--- config.mk ---
export PLATFORM = sky130hd
export DESIGN_NAME = stopwatch_ctrl
export DESIGN_NICKNAME = d
export VERILOG_FILES = /design/src/rtl/stopwatch_pkg.sv /design/src/rtl/btn_debounce.sv /design/src/rtl/stopwatch_ctrl.sv
export SDC_FILE = /design/constraint.sdc
export NUM_CORES = 1
export LEC_CHECK = 0
export ABC_CLOCK_PERIOD_IN_PS = 2800
export CORE_MARGIN = 4
export CORE_UTILIZATION = 31
export CTS_BUF_LIST = sky130_fd_sc_hd__clkbuf_16
export CTS_CLUSTER_SIZE = 40
export DETAILED_ROUTE_END_ITERATION = 16
export HOLD_SLACK_MARGIN = 0.12
export PLACE_DENSITY = 0.58
export SYNTH_ARGS = -nofsm -noshare
export SYNTH_HDL_FRONTEND = slang
export SYNTH_HIERARCHICAL = 1
export SYNTH_SLANG_ARGS = --single-unit
--- constraint.sdc ---
create_clock -name clk -period 2.8 [get_ports clk]
set_input_delay 0.7 -clock clk [delete_from_list [all_inputs] [get_ports clk]]
set_output_delay 0.7 -clock clk [all_outputs]
set_load 0.03 [all_outputs]
--- src/rtl/stopwatch_pkg.sv ---
`default_nettype none
// ============================================================================
// Module      : stopwatch_pkg
// Description : Shared constants for the stopwatch control slice: FSM state
//               encodings, counter field widths and default timing values.
// Revision    : 1.0 - initial release
// ============================================================================
package stopwatch_pkg;

  // FSM state encodings; also the value presented on the state output
  localparam logic [1:0] ST_IDLE  = 2'd0;
  localparam logic [1:0] ST_RUN   = 2'd1;
  localparam logic [1:0] ST_PAUSE = 2'd2;
  localparam logic [1:0] ST_LAP   = 2'd3;

  // Counter field widths (values 0..59)
  localparam int SEC_W = 6;
  localparam int MIN_W = 6;

  // Defaults for a ~12 MHz clock: 1 s tick, 10 ms debounce
  localparam int TICK_DIV_DEFAULT        = 12000000;
  localparam int DEBOUNCE_CYCLES_DEFAULT = 120000;

endpackage
`default_nettype wire

--- src/rtl/btn_debounce.sv ---
`default_nettype none
// ============================================================================
// Module      : btn_debounce
// Description : Two-flop synchronizer, consecutive-sample debouncer and
//               rising-edge press pulse for one raw push-button.
// Revision    : 1.0 - initial release
// ============================================================================
module btn_debounce #(
  parameter int DEBOUNCE_CYCLES = 120000
) (
  input  logic clk,
  input  logic rst_n,
  input  logic btn_raw,
  output logic press
);

  localparam int             CNT_W    = $clog2(DEBOUNCE_CYCLES + 1);
  localparam logic [CNT_W-1:0] CNT_LAST = CNT_W'(DEBOUNCE_CYCLES - 1);

  logic             sync1_q, sync1_d;
  logic             sync2_q, sync2_d;
  logic             level_q, level_d;
  logic             press_q, press_d;
  logic [CNT_W-1:0] cnt_q,   cnt_d;

  // Next-state: accept a new level only after DEBOUNCE_CYCLES disagreeing samples
  always_comb begin
    sync1_d = btn_raw;
    sync2_d = sync1_q;
    level_d = level_q;
    cnt_d   = '0;
    if (sync2_q != level_q) begin
      if (cnt_q == CNT_LAST) begin
        level_d = sync2_q;
      end else begin
        cnt_d = cnt_q + 1'b1;
      end
    end
    // Pulse is registered together with the level change, so it lasts one cycle
    press_d = level_d & ~level_q;
  end

  // State registers for synchronizer, debouncer and press pulse
  always_ff @(posedge clk or negedge rst_n) begin
    if (!rst_n) begin
      sync1_q <= 1'b0;
      sync2_q <= 1'b0;
      level_q <= 1'b0;
      press_q <= 1'b0;
      cnt_q   <= '0;
    end else begin
      sync1_q <= sync1_d;
      sync2_q <= sync2_d;
      level_q <= level_d;
      press_q <= press_d;
      cnt_q   <= cnt_d;
    end
  end

  assign press = press_q;

endmodule
`default_nettype wire

--- src/rtl/stopwatch_ctrl.sv ---
`default_nettype none
// ============================================================================
// Module      : stopwatch_ctrl
// Description : Stopwatch control sequencer: button conditioning, run/pause/
//               lap/idle FSM, 1 Hz tick prescaler, counter clear and lap
//               freeze of the display value.
// Revision    : 1.0 - initial release
// ============================================================================
module stopwatch_ctrl
  import stopwatch_pkg::*;
#(
  parameter int TICK_DIV        = TICK_DIV_DEFAULT,
  parameter int DEBOUNCE_CYCLES = DEBOUNCE_CYCLES_DEFAULT
) (
  input  logic             clk,
  input  logic             rst_n,
  input  logic             btn_start,
  input  logic             btn_stop,
  input  logic             btn_lap,
  input  logic [SEC_W-1:0] sec_in,
  input  logic [MIN_W-1:0] min_in,
  output logic             tick,
  output logic             clr,
  output logic [SEC_W-1:0] disp_sec,
  output logic [MIN_W-1:0] disp_min,
  output logic             lap_active,
  output logic [1:0]       state
);

  localparam int               PRESC_W   = $clog2(TICK_DIV);
  localparam logic [PRESC_W-1:0] PRESC_MAX = PRESC_W'(TICK_DIV - 1);

  logic press_start, press_stop, press_lap;
  logic start_p, stop_p, lap_p;
  logic running;

  logic [1:0]         state_q,   state_d;
  logic [PRESC_W-1:0] presc_q,   presc_d;
  logic               tick_q,    tick_d;
  logic               clr_q,     clr_d;
  logic [SEC_W-1:0]   lap_sec_q, lap_sec_d;
  logic [MIN_W-1:0]   lap_min_q, lap_min_d;

  btn_debounce #(.DEBOUNCE_CYCLES(DEBOUNCE_CYCLES)) u_db_start (
    .clk(clk), .rst_n(rst_n), .btn_raw(btn_start), .press(press_start)
  );
  btn_debounce #(.DEBOUNCE_CYCLES(DEBOUNCE_CYCLES)) u_db_stop (
    .clk(clk), .rst_n(rst_n), .btn_raw(btn_stop), .press(press_stop)
  );
  btn_debounce #(.DEBOUNCE_CYCLES(DEBOUNCE_CYCLES)) u_db_lap (
    .clk(clk), .rst_n(rst_n), .btn_raw(btn_lap), .press(press_lap)
  );

  // Press arbitration: stop beats start beats lap; losers are discarded
  always_comb begin
    stop_p  = press_stop;
    start_p = press_start & ~press_stop;
    lap_p   = press_lap & ~press_stop & ~press_start;
  end

  // FSM, prescaler, lap latch and registered tick/clr next-state logic
  always_comb begin
    state_d   = state_q;
    presc_d   = presc_q;
    lap_sec_d = lap_sec_q;
    lap_min_d = lap_min_q;
    clr_d     = 1'b0;
    running   = (state_q == ST_RUN) || (state_q == ST_LAP);

    // Prescaler advances only while counting; PAUSE keeps the partial second
    if (running) begin
      presc_d = (presc_q == PRESC_MAX) ? '0 : presc_q + 1'b1;
    end

    case (state_q)
      ST_IDLE: begin
        if (start_p) begin
          state_d = ST_RUN;
          presc_d = '0;
        end
      end
      ST_RUN: begin
        if (stop_p) begin
          state_d = ST_PAUSE;
        end else if (lap_p) begin
          state_d   = ST_LAP;
          lap_sec_d = sec_in;
          lap_min_d = min_in;
        end
      end
      ST_LAP: begin
        if (stop_p) begin
          state_d = ST_PAUSE;
        end else if (lap_p) begin
          state_d = ST_RUN;
        end
      end
      ST_PAUSE: begin
        if (start_p) begin
          state_d = ST_RUN;
        end else if (lap_p) begin
          state_d = ST_IDLE;
          clr_d   = 1'b1;
        end
      end
      default: state_d = ST_IDLE;
    endcase

    // Tick is registered so it coincides with the terminal prescaler value;
    // clr only occurs on entry to IDLE, where tick cannot be asserted
    tick_d = ((state_d == ST_RUN) || (state_d == ST_LAP)) && (presc_d == PRESC_MAX);
  end

  // Controller state registers
  always_ff @(posedge clk or negedge rst_n) begin
    if (!rst_n) begin
      state_q   <= ST_IDLE;
      presc_q   <= '0;
      tick_q    <= 1'b0;
      clr_q     <= 1'b0;
      lap_sec_q <= '0;
      lap_min_q <= '0;
    end else begin
      state_q   <= state_d;
      presc_q   <= presc_d;
      tick_q    <= tick_d;
      clr_q     <= clr_d;
      lap_sec_q <= lap_sec_d;
      lap_min_q <= lap_min_d;
    end
  end

  // Display mux: frozen lap value while in LAP, live counter otherwise
  always_comb begin
    lap_active = (state_q == ST_LAP);
    disp_sec   = lap_active ? lap_sec_q : sec_in;
    disp_min   = lap_active ? lap_min_q : min_in;
  end

  assign tick  = tick_q;
  assign clr   = clr_q;
  assign state = state_q;

endmodule
`default_nettype wire

==> results of run 1 <==
-- cell usage after synthesis (all sizes together), types with 4 or more instances --
library cell / number / area share [%]
a21oi: 6 / 0.57
xor2: 36 / 6.0
dfrtp: 103 / 49
or4: 4 / 0.79
xnor2: 37 / 6.2
and2: 4 / 0.48
mux2: 28 / 6.2
nand4: 31 / 4.1
and4: 8 / 1.3
nor3: 11 / 1.0
clkbuf: 13 / 0.93
nor2: 78 / 5.6
buf: 7 / 1.0
inv: 5 / 0.36
or3: 5 / 0.60
and3: 6 / 0.79
o21ai: 5 / 0.48
nand3: 33 / 3.1
ha: 4 / 0.95
or4b: 4 / 0.76
nand2: 36 / 3.0
nor4: 20 / 2.8
-- how the worst max path moves through the flow --
stage	startpoint	endpoint	slack, ns	cells past startpoint
finish	state[0]$_DFF_PN0_	lap_active	0.18	3
detailed placement	state[0]$_DFF_PN0_	tick$_DFF_PN0_	0.44	6
global route	state[0]$_DFF_PN0_	lap_active	0.04	3
CTS	state[0]$_DFF_PN0_	lap_active	0.16	3
global placement	state[0]$_DFF_PN0_	tick$_DFF_PN0_	0.49	6
floorplan	state[0]$_DFF_PN0_	disp_min[0]	0.38	4
-- logic make-up (layout without fill, tap and decap cells) --
family	count (synthesis)	count (layout)	synth area share (%)
AND/OR/NAND/NOR	254	254	26.7
XOR/XNOR	73	73	12.2
adder cells (fa/ha/maj)	4	4	0.954
AO/OA/AOI/OAI	19	19	2.27
buffers and inverters	25	59	2.31
multiplexers	29	29	6.42
flip-flops	103	103	49.2
-- metrics by stage --
stage	std cells	util, %
floorplan	507	-
global placement	745	34.8
detailed placement	745	34.8
CTS	761	36.5
global route	761	36.5
finish	761	36.5
-- sequential cells by signal (all words and copies together) (netlist names), 2 cells and up --
signal            flops
lap_min_q             6
lap_sec_q             6
presc_q              24
state                 2
u_db_lap/cnt_q       17
u_db_start/cnt_q     17
u_db_stop/cnt_q      17
-- report_power, final --
part / internal [W] / switching (W)
Clock: 0.000686 / 0.000537
Sequential: 0.00151 / 0.0000256
Combinational: 0.0000605 / 0.0000811
-- worst max-delay path, stage by stage (launching register included) --
cell and delay (ns):
dfrtp_1 0.66, nand2_1 0.14, inv_1 0.08, clkdlybuf4s50_1 0.70
-- layer usage --
layer | part of all wire (%) | up-vias
met5 | 0 | -
met4 | 1.5 | 0
met3 | 3.4 | 10
met2 | 48 | 58
met1 | 47 | 1851
li1 | - | 1845
-- cell type report --
cell class	count	area, um^2
Clock inverter	7	66.3
Sequential cell	103	2580
Tap cell	220	275
Multi-Input combinational cell	379	2540
Fill cell	1638	10500
Inverter	5	18.8
Timing Repair Buffer	38	348
Clock buffer	9	225
==> flow_metrics.env, run 1 <==
export IMPL_post_cts_buffers=0
export IMPL_diodes=0
export IMPL_skew_ns=0.00702
export IMPL_vdd_ir_drop_max_mv=0.287
export IMPL_synthFlopType="dfrtp_1"
export IMPL_path_clk_slew_ns=0.07
export IMPL_rows=47
export IMPL_tritoncts="yes"
export IMPL_cts_resized=0
export IMPL_route_detailed_drc=0
export IMPL_final_cell_mix="dfrtp_1, nor2_1, xnor2_1, xor2_1"
export IMPL_cts_sinks=103
export IMPL_first_pass_iters=4
export IMPL_period_needed_ns=2.62
export IMPL_place_area_mm2=0.00576
export IMPL_clockBufferDepth=2
export IMPL_setup_viol=0
export IMPL_initialDrtViolationCount=243
export IMPL_area_delta_synth_final_pct=15.5
export IMPL_worst_r2r_path_depth=6
export IMPL_power_total_w=0.00290
export IMPL_ys_ff_latch=103
export IMPL_worstPathRequired_ns=2.10
export IMPL_globalRouteTotalUtil_pct=11.3
export IMPL_hp_class="in2async"
export IMPL_synth_edf_count=0
export IMPL_r2r_end="tick$_DFF_PN0_"
export IMPL_power_density_mw_per_mm2=479
export IMPL_ant_nets=0
export IMPL_die_x_um=138
export IMPL_fp_dieH_um=138
export IMPL_grt_first_pass_wirelength_mm=18.2
export IMPL_use_met1_pct=15.2
export IMPL_fmax_mhz=382
export IMPL_gr_total_overflow=0
export IMPL_final_hold_violation_count=0
export IMPL_drive_gt1_share_pct=13.7
export IMPL_htreeDepth=3
export IMPL_grt_max_degree=67
export IMPL_design_area_mm2=0.00606
export IMPL_cp_start_kind="register"
export IMPL_grt_pass1_vias=3735
export IMPL_cts_buffers=9
export IMPL_synth_seq_area_share_pct=49.2
export IMPL_rsz0062_at_grt="false"
export IMPL_post_place_ws_ns=0.442
export IMPL_slew_viol_final=0
export IMPL_ctsHoldBuffers=0
export IMPL_setup_slack_ns=0.182
export IMPL_start_util_pct=31.6
export IMPL_status="completed"
export IMPL_grt_use_met3_pct=2.87
export IMPL_vias_per_cell=4.95
export IMPL_met2_usage_pct=17.8
export IMPL_cp_max_fo=17
export IMPL_reg2reg_slack_ns=0.40
export IMPL_die_area_mm2=0.0191
export IMPL_synth_area_per_cell_um2=10.3
export IMPL_postSynthCellCount=507
export IMPL_leakage_nw=2.48
export IMPL_yosysUniqueCellTypes=51
export IMPL_num_vias=3764
export IMPL_wire_per_inst_um=13.7
export IMPL_synthArstFlopShare_pct=100
export IMPL_slew_headroom_pct=53.0
export IMPL_finalSetupTns_ns=0
export IMPL_worst_pin_slew_ns=0.703
export IMPL_port_buffers=33
export IMPL_core_area_mm2=0.0166
export IMPL_clock_latency_ns=0.35
export IMPL_antenna_found_initial=0
export IMPL_grt_most_used_layer="met2"
export IMPL_nets=557
export IMPL_syn_nets=528
export IMPL_worst_hold_slack_ns=0.315
export IMPL_arrival_ns=1.92
export IMPL_netlist_area_mm2=0.00524
export IMPL_finalWeightedCongestion=0.850
export IMPL_final_common_cell="dfrtp_1"
export IMPL_crit_path_end_kind="output port"
export IMPL_clockRootBuffer="clkbuf_16"
export IMPL_yosysWarnings=6
export IMPL_routed_wl_mm=10.5
export IMPL_drv_cap=0
export IMPL_critPathKind="reg2out"
export IMPL_r2r_start="state[0]$_DFF_PN0_"
export IMPL_fin_crit_sh_pct=93.5
export IMPL_ioPinCount=34
export IMPL_dp_hpwl_mm=7.36
Note: power is estimated with default switching activity, not from simulation.
==> inputs of run 2 (changes only) <==
--- a/config.mk
+++ b/config.mk
@@ -6,9 +6,9 @@
 export NUM_CORES = 1
 export LEC_CHECK = 0
 export ABC_CLOCK_PERIOD_IN_PS = 2800
+export CAP_MARGIN = 20
 export CORE_MARGIN = 4
 export CORE_UTILIZATION = 31
-export CTS_BUF_LIST = sky130_fd_sc_hd__clkbuf_16
 export CTS_CLUSTER_SIZE = 40
 export DETAILED_ROUTE_END_ITERATION = 16
 export HOLD_SLACK_MARGIN = 0.12
==> flow_metrics.env, run 2 (same netlist as run 1, synthesis figures left out) <==
export IMPL_status="completed"
export IMPL_die_area_mm2=0.0191
export IMPL_tritoncts="yes"
export IMPL_fin_util_pct=36.5
export IMPL_cp_cell_sequence="nand2_1, inv_1, clkdlybuf4s50_1"
export IMPL_cts_sinks=103
export IMPL_start_util_pct=31.6
export IMPL_leakage_nw=2.48
export IMPL_clockRootBuffer="clkbuf_16"
export IMPL_nets=557
export IMPL_rsz0062_at_grt="false"
export IMPL_ant_nets=0
export IMPL_fin_crit_sh_pct=93.5
export IMPL_cp_start_kind="register"
export IMPL_grt_max_degree=67
export IMPL_arrival_ns=1.92
export IMPL_rows=47
export IMPL_num_vias=3764
export IMPL_crit_path_end_kind="output port"
export IMPL_worstPathRequired_ns=2.10
export IMPL_globalRouteTotalUtil_pct=11.3
export IMPL_period_needed_ns=2.62
export IMPL_core_area_mm2=0.0166
export IMPL_vias_per_cell=4.95
export IMPL_first_pass_iters=4
export IMPL_final_cell_mix="dfrtp_1, nor2_1, xnor2_1, xor2_1"
export IMPL_port_buffers=33
export IMPL_fp_dieH_um=138
export IMPL_largest_register="presc_q"
export IMPL_clock_latency_ns=0.35
export IMPL_power_density_mw_per_mm2=480
export IMPL_max_stage_delay_ns=0.70
export IMPL_dp_hpwl_mm=7.36
export IMPL_place_area_mm2=0.00576
export IMPL_slew_headroom_pct=52.9
export IMPL_final_common_cell="dfrtp_1"
export IMPL_diodes=0
export IMPL_fmax_mhz=382
export IMPL_setup_slack_ns=0.182
export IMPL_cts_resized=0
export IMPL_die_x_um=138
export IMPL_area_delta_synth_final_pct=15.5
export IMPL_ctsHoldBuffers=0
export IMPL_initialDrtViolationCount=243
export IMPL_design_area_mm2=0.00606
export IMPL_finalWeightedCongestion=0.850
export IMPL_cp_slowest_cell="clkdlybuf4s50_1"
export IMPL_routed_wl_mm=10.5
export IMPL_slew_viol_final=0
export IMPL_antenna_found_initial=0
export IMPL_worst_pin_slew_ns=0.704
export IMPL_gr_total_overflow=0
export IMPL_route_detailed_drc=0
export IMPL_ioPinCount=34
export IMPL_path_buf_inv=2
export IMPL_post_cts_buffers=0
export IMPL_vdd_ir_drop_max_mv=0.291
export IMPL_grt_first_pass_wirelength_mm=18.2
export IMPL_post_place_ws_ns=0.442
export IMPL_path_delay_family="buffers and inverters"
export IMPL_drive_gt1_share_pct=13.7
export IMPL_cts_buffers=9
export IMPL_hp_class="in2async"
export IMPL_largest_reg_flops=24
export IMPL_wire_per_inst_um=13.7
export IMPL_setup_viol=0
export IMPL_drv_cap=0
export IMPL_reg2reg_slack_ns=0.40
export IMPL_finalSetupTns_ns=0
export IMPL_cp_max_fo=17
export IMPL_final_hold_violation_count=0
export IMPL_grt_pass1_vias=3735
export IMPL_skew_ns=0.00724
export IMPL_critPathKind="reg2out"
export IMPL_htreeDepth=3
export IMPL_path_clk_slew_ns=0.07
export IMPL_clockBufferDepth=2
run 2: metal layers:
| metal | vias up | part of all wire, % | global-route usage [%] |
|---|---|---|---|
| li1 | 1845 | - | - |
| met1 | 1851 | 47 | 15.2 |
| met2 | 58 | 48 | 17.8 |
| met3 | 10 | 3.4 | 2.87 |
| met4 | 0 | 1.5 | 3.74 |
| met5 | - | 0 | 0 |
run 2: per-stage QoR:
step | total power [W] | hold slack, ns | std cells
2_1_floorplan | 0.00163 | 0.331 | 507
3_3_place_gp | 0.00171 | 0.339 | 745
3_5_place_dp | 0.00171 | 0.337 | 745
4_1_cts | 0.00297 | 0.318 | 761
5_1_grt | 0.00304 | 0.349 | 761
6_report | 0.00291 | 0.314 | 761
run 2: path summary, 6_finish.rpt:
kind,start,to,depth (start not counted)
worst max-delay path,state[0]$_DFF_PN0_,lap_active,3
worst min-delay path,rst_n,lap_sec_q[4]$_DFFE_PN0P_,1
worst max register to register,state[0]$_DFF_PN0_,tick$_DFF_PN0_,6
worst min register to register,u_db_lap/sync1_q$_DFF_PN0_,u_db_lap/sync2_q$_DFF_PN0_,0
max in group asynchronous,rst_n,u_db_stop/cnt_q[7]$_DFF_PN0_,2
min in group clk,u_db_lap/sync1_q$_DFF_PN0_,u_db_lap/sync2_q$_DFF_PN0_,0
run 2: worst register-to-register path, delay by kind of cell, from the launching register on:
kind	cells	cell delay, ns
DFF	1	0.66
xor gates and xnor gates	1	0.12
and+or+nand+nor	5	1.55
run 2: power by group:
group          switching, W  leakage (nW)  internal [W]
clock network      0.000537         0.136      0.000693
registers         0.0000257          1.39       0.00151
logic             0.0000811         0.950     0.0000605
run 2: final cells by class:
| class | instances | area (um^2) |
|---|---|---|
| fillers | 1638 | 10500 |
| flip-flops and latches | 103 | 2580 |
| multi-input cells | 379 | 2540 |
| repair buffers | 38 | 348 |
| well taps | 220 | 275 |
| clock buffers | 11 | 233 |
| clock inverters | 5 | 58.8 |
| inverters | 5 | 18.8 |
==> inputs of run 3 (changes only) <==
--- a/config.mk
+++ b/config.mk
@@ -5,14 +5,15 @@
 export SDC_FILE = /design/constraint.sdc
 export NUM_CORES = 1
 export LEC_CHECK = 0
-export ABC_CLOCK_PERIOD_IN_PS = 2800
+export ABC_CLOCK_PERIOD_IN_PS = 2200
 export CAP_MARGIN = 20
 export CORE_MARGIN = 4
 export CORE_UTILIZATION = 31
 export CTS_CLUSTER_SIZE = 40
 export DETAILED_ROUTE_END_ITERATION = 16
 export HOLD_SLACK_MARGIN = 0.12
-export PLACE_DENSITY = 0.58
+export PLACE_DENSITY = 0.6
+export SLEW_MARGIN = 20
 export SYNTH_ARGS = -nofsm -noshare
 export SYNTH_HDL_FRONTEND = slang
 export SYNTH_HIERARCHICAL = 1
==> constraint.sdc (replaced) <==
create_clock -name clk -period 2.2 [get_ports clk]
set_input_delay 0.55 -clock clk [delete_from_list [all_inputs] [get_ports clk]]
set_output_delay 0.55 -clock clk [all_outputs]
set_load 0.03 [all_outputs]
==> flow_metrics.env, run 3 (same netlist as run 1, synthesis figures left out) <==
export IMPL_arrival_ns=1.62
export IMPL_final_common_cell="dfrtp_1"
export IMPL_drive_gt1_share_pct=17.9
export IMPL_cp_cell_sequence="buf_4, nand2_8, buf_12, mux2_2, buf_4"
export IMPL_power_total_w=0.00382
export IMPL_grt_pass1_vias=3811
export IMPL_fp_dieH_um=138
export IMPL_ctsHoldBuffers=0
export IMPL_slew_viol_final=0
export IMPL_vdd_ir_drop_max_mv=0.408
export IMPL_routed_wl_mm=10.6
export IMPL_clock_latency_ns=0.35
export IMPL_worst_hold_slack_ns=0.159
export IMPL_grt_first_pass_wirelength_mm=18.2
export IMPL_period_needed_ns=2.17
export IMPL_leakage_nw=2.63
export IMPL_largest_register="presc_q"
export IMPL_cts_buffers=9
export IMPL_clockBufferDepth=2
export IMPL_worstPathRequired_ns=1.65
export IMPL_finalSetupTns_ns=0
export IMPL_drv_cap=0
export IMPL_first_pass_iters=4
export IMPL_fmax_mhz=462
export IMPL_rows=47
export IMPL_largest_reg_flops=24
export IMPL_nFillCells=1626
export IMPL_finalWeightedCongestion=0.820
export IMPL_r2r_end="tick$_DFF_PN0_"
export IMPL_nets=579
export IMPL_power_density_mw_per_mm2=604
export IMPL_diodes=0
export IMPL_htreeDepth=3
export IMPL_setup_viol=0
export IMPL_globalRouteTotalUtil_pct=11.3
export IMPL_dp_hpwl_mm=7.52
export IMPL_tritoncts="yes"
export IMPL_max_stage_delay_ns=0.37
export IMPL_cp_max_fo=7
export IMPL_reg2reg_slack_ns=0.07
export IMPL_port_buffers=33
export IMPL_rsz0062_at_grt="true"
export IMPL_status="completed"
export IMPL_final_cell_mix="dfrtp_1, nor2_1, xnor2_1, xor2_1"
export IMPL_path_delay_family="buffers and inverters"
export IMPL_skew_ns=0.00917
export IMPL_worst_pin_slew_ns=0.458
export IMPL_antenna_found_initial=0
export IMPL_grt_max_degree=44
export IMPL_fin_util_pct=38.2
export IMPL_cp_depth=5
export IMPL_fin_crit_sh_pct=98.5
export IMPL_final_hold_violation_count=0
export IMPL_die_area_mm2=0.0191
export IMPL_slew_headroom_pct=69.5
export IMPL_die_x_um=138
export IMPL_wire_per_inst_um=13.6
export IMPL_critPathKind="reg2out"
export IMPL_path_buf_inv=3
export IMPL_crit_path_end_kind="output port"
export IMPL_cp_start_kind="register"
export IMPL_worst_r2r_path_depth=8
export IMPL_cpMostUsedCell="buf_4"
export IMPL_clockRootBuffer="clkbuf_16"
export IMPL_route_detailed_drc=0
export IMPL_area_delta_synth_final_pct=20.7
export IMPL_core_area_mm2=0.0166
export IMPL_cts_sinks=103
export IMPL_initialDrtViolationCount=219
export IMPL_ant_nets=0
export IMPL_path_clk_slew_ns=0.07
export IMPL_vias_per_cell=4.90
export IMPL_cp_slowest_cell="dfrtp_1"
export IMPL_ioPinCount=34
export IMPL_hp_class="in2async"
export IMPL_gr_total_overflow=0
export IMPL_r2r_start="state[0]$_DFF_PN0_"
export IMPL_num_vias=3834
export IMPL_start_util_pct=31.6
## run 3: cell type report
type	count	area [um^2]	share of cell area (%)
clock buffer	11	233	3.68
clock inverter	5	81.3	1.28
inverter	5	18.8	0.296
multi-input combinational	379	2580	40.8
sequential	103	2580	40.7
tap	220	275	4.35
timing repair buffer	60	561	8.85
## run 3: worst max path at each step
stage / from / end / slack, ns
2_1_floorplan: state[0]$_DFF_PN0_ / disp_min[0] / 0.05
3_3_place_gp: presc_q[1]$_DFF_PN0_ / tick$_DFF_PN0_ / 0.15
3_5_place_dp: presc_q[1]$_DFF_PN0_ / tick$_DFF_PN0_ / 0.02
4_1_cts: state[0]$_DFF_PN0_ / disp_min[3] / -0.02
5_1_grt: state[0]$_DFF_PN0_ / disp_min[3] / -0.03
6_report: state[0]$_DFF_PN0_ / disp_min[3] / 0.03
## run 3: timing repair
item,in CTS,in global routing
buffers inserted,2,0
setup endpoints to repair,14,13
gates resized for setup,10,5
gates cloned,1,0
## run 3: per-layer routing
metal  vias to the layer above  routed length, um  global-route usage (%)
met5                         -                  0                       0
met1                      1886               5000                    14.5
li1                       1887                  -                       -
met2                        49               5170                    18.9
met3                        12                293                    2.45
met4                         0                172                    4.11
## run 3: per-stage QoR
step	instances	worst slack, ns	area, um^2
after floorplan	507	0.0453	5250
after CTS	783	-0.0168	6300
after global placement	764	0.147	5920
after detailed placement	764	0.0246	5920
after global routing	783	-0.0322	6330
final	783	0.0336	6330
## run 3: power breakdown
part	total, W	internal (W)	leakage (nW)	switching (W)
Clock	0.00168	0.00100	0.150	0.000680
Sequential	0.00196	0.00192	1.39	0.0000325
Combinational	0.000187	0.0000821	1.10	0.000105
Total	0.00382	0.00300	2.63	0.000817
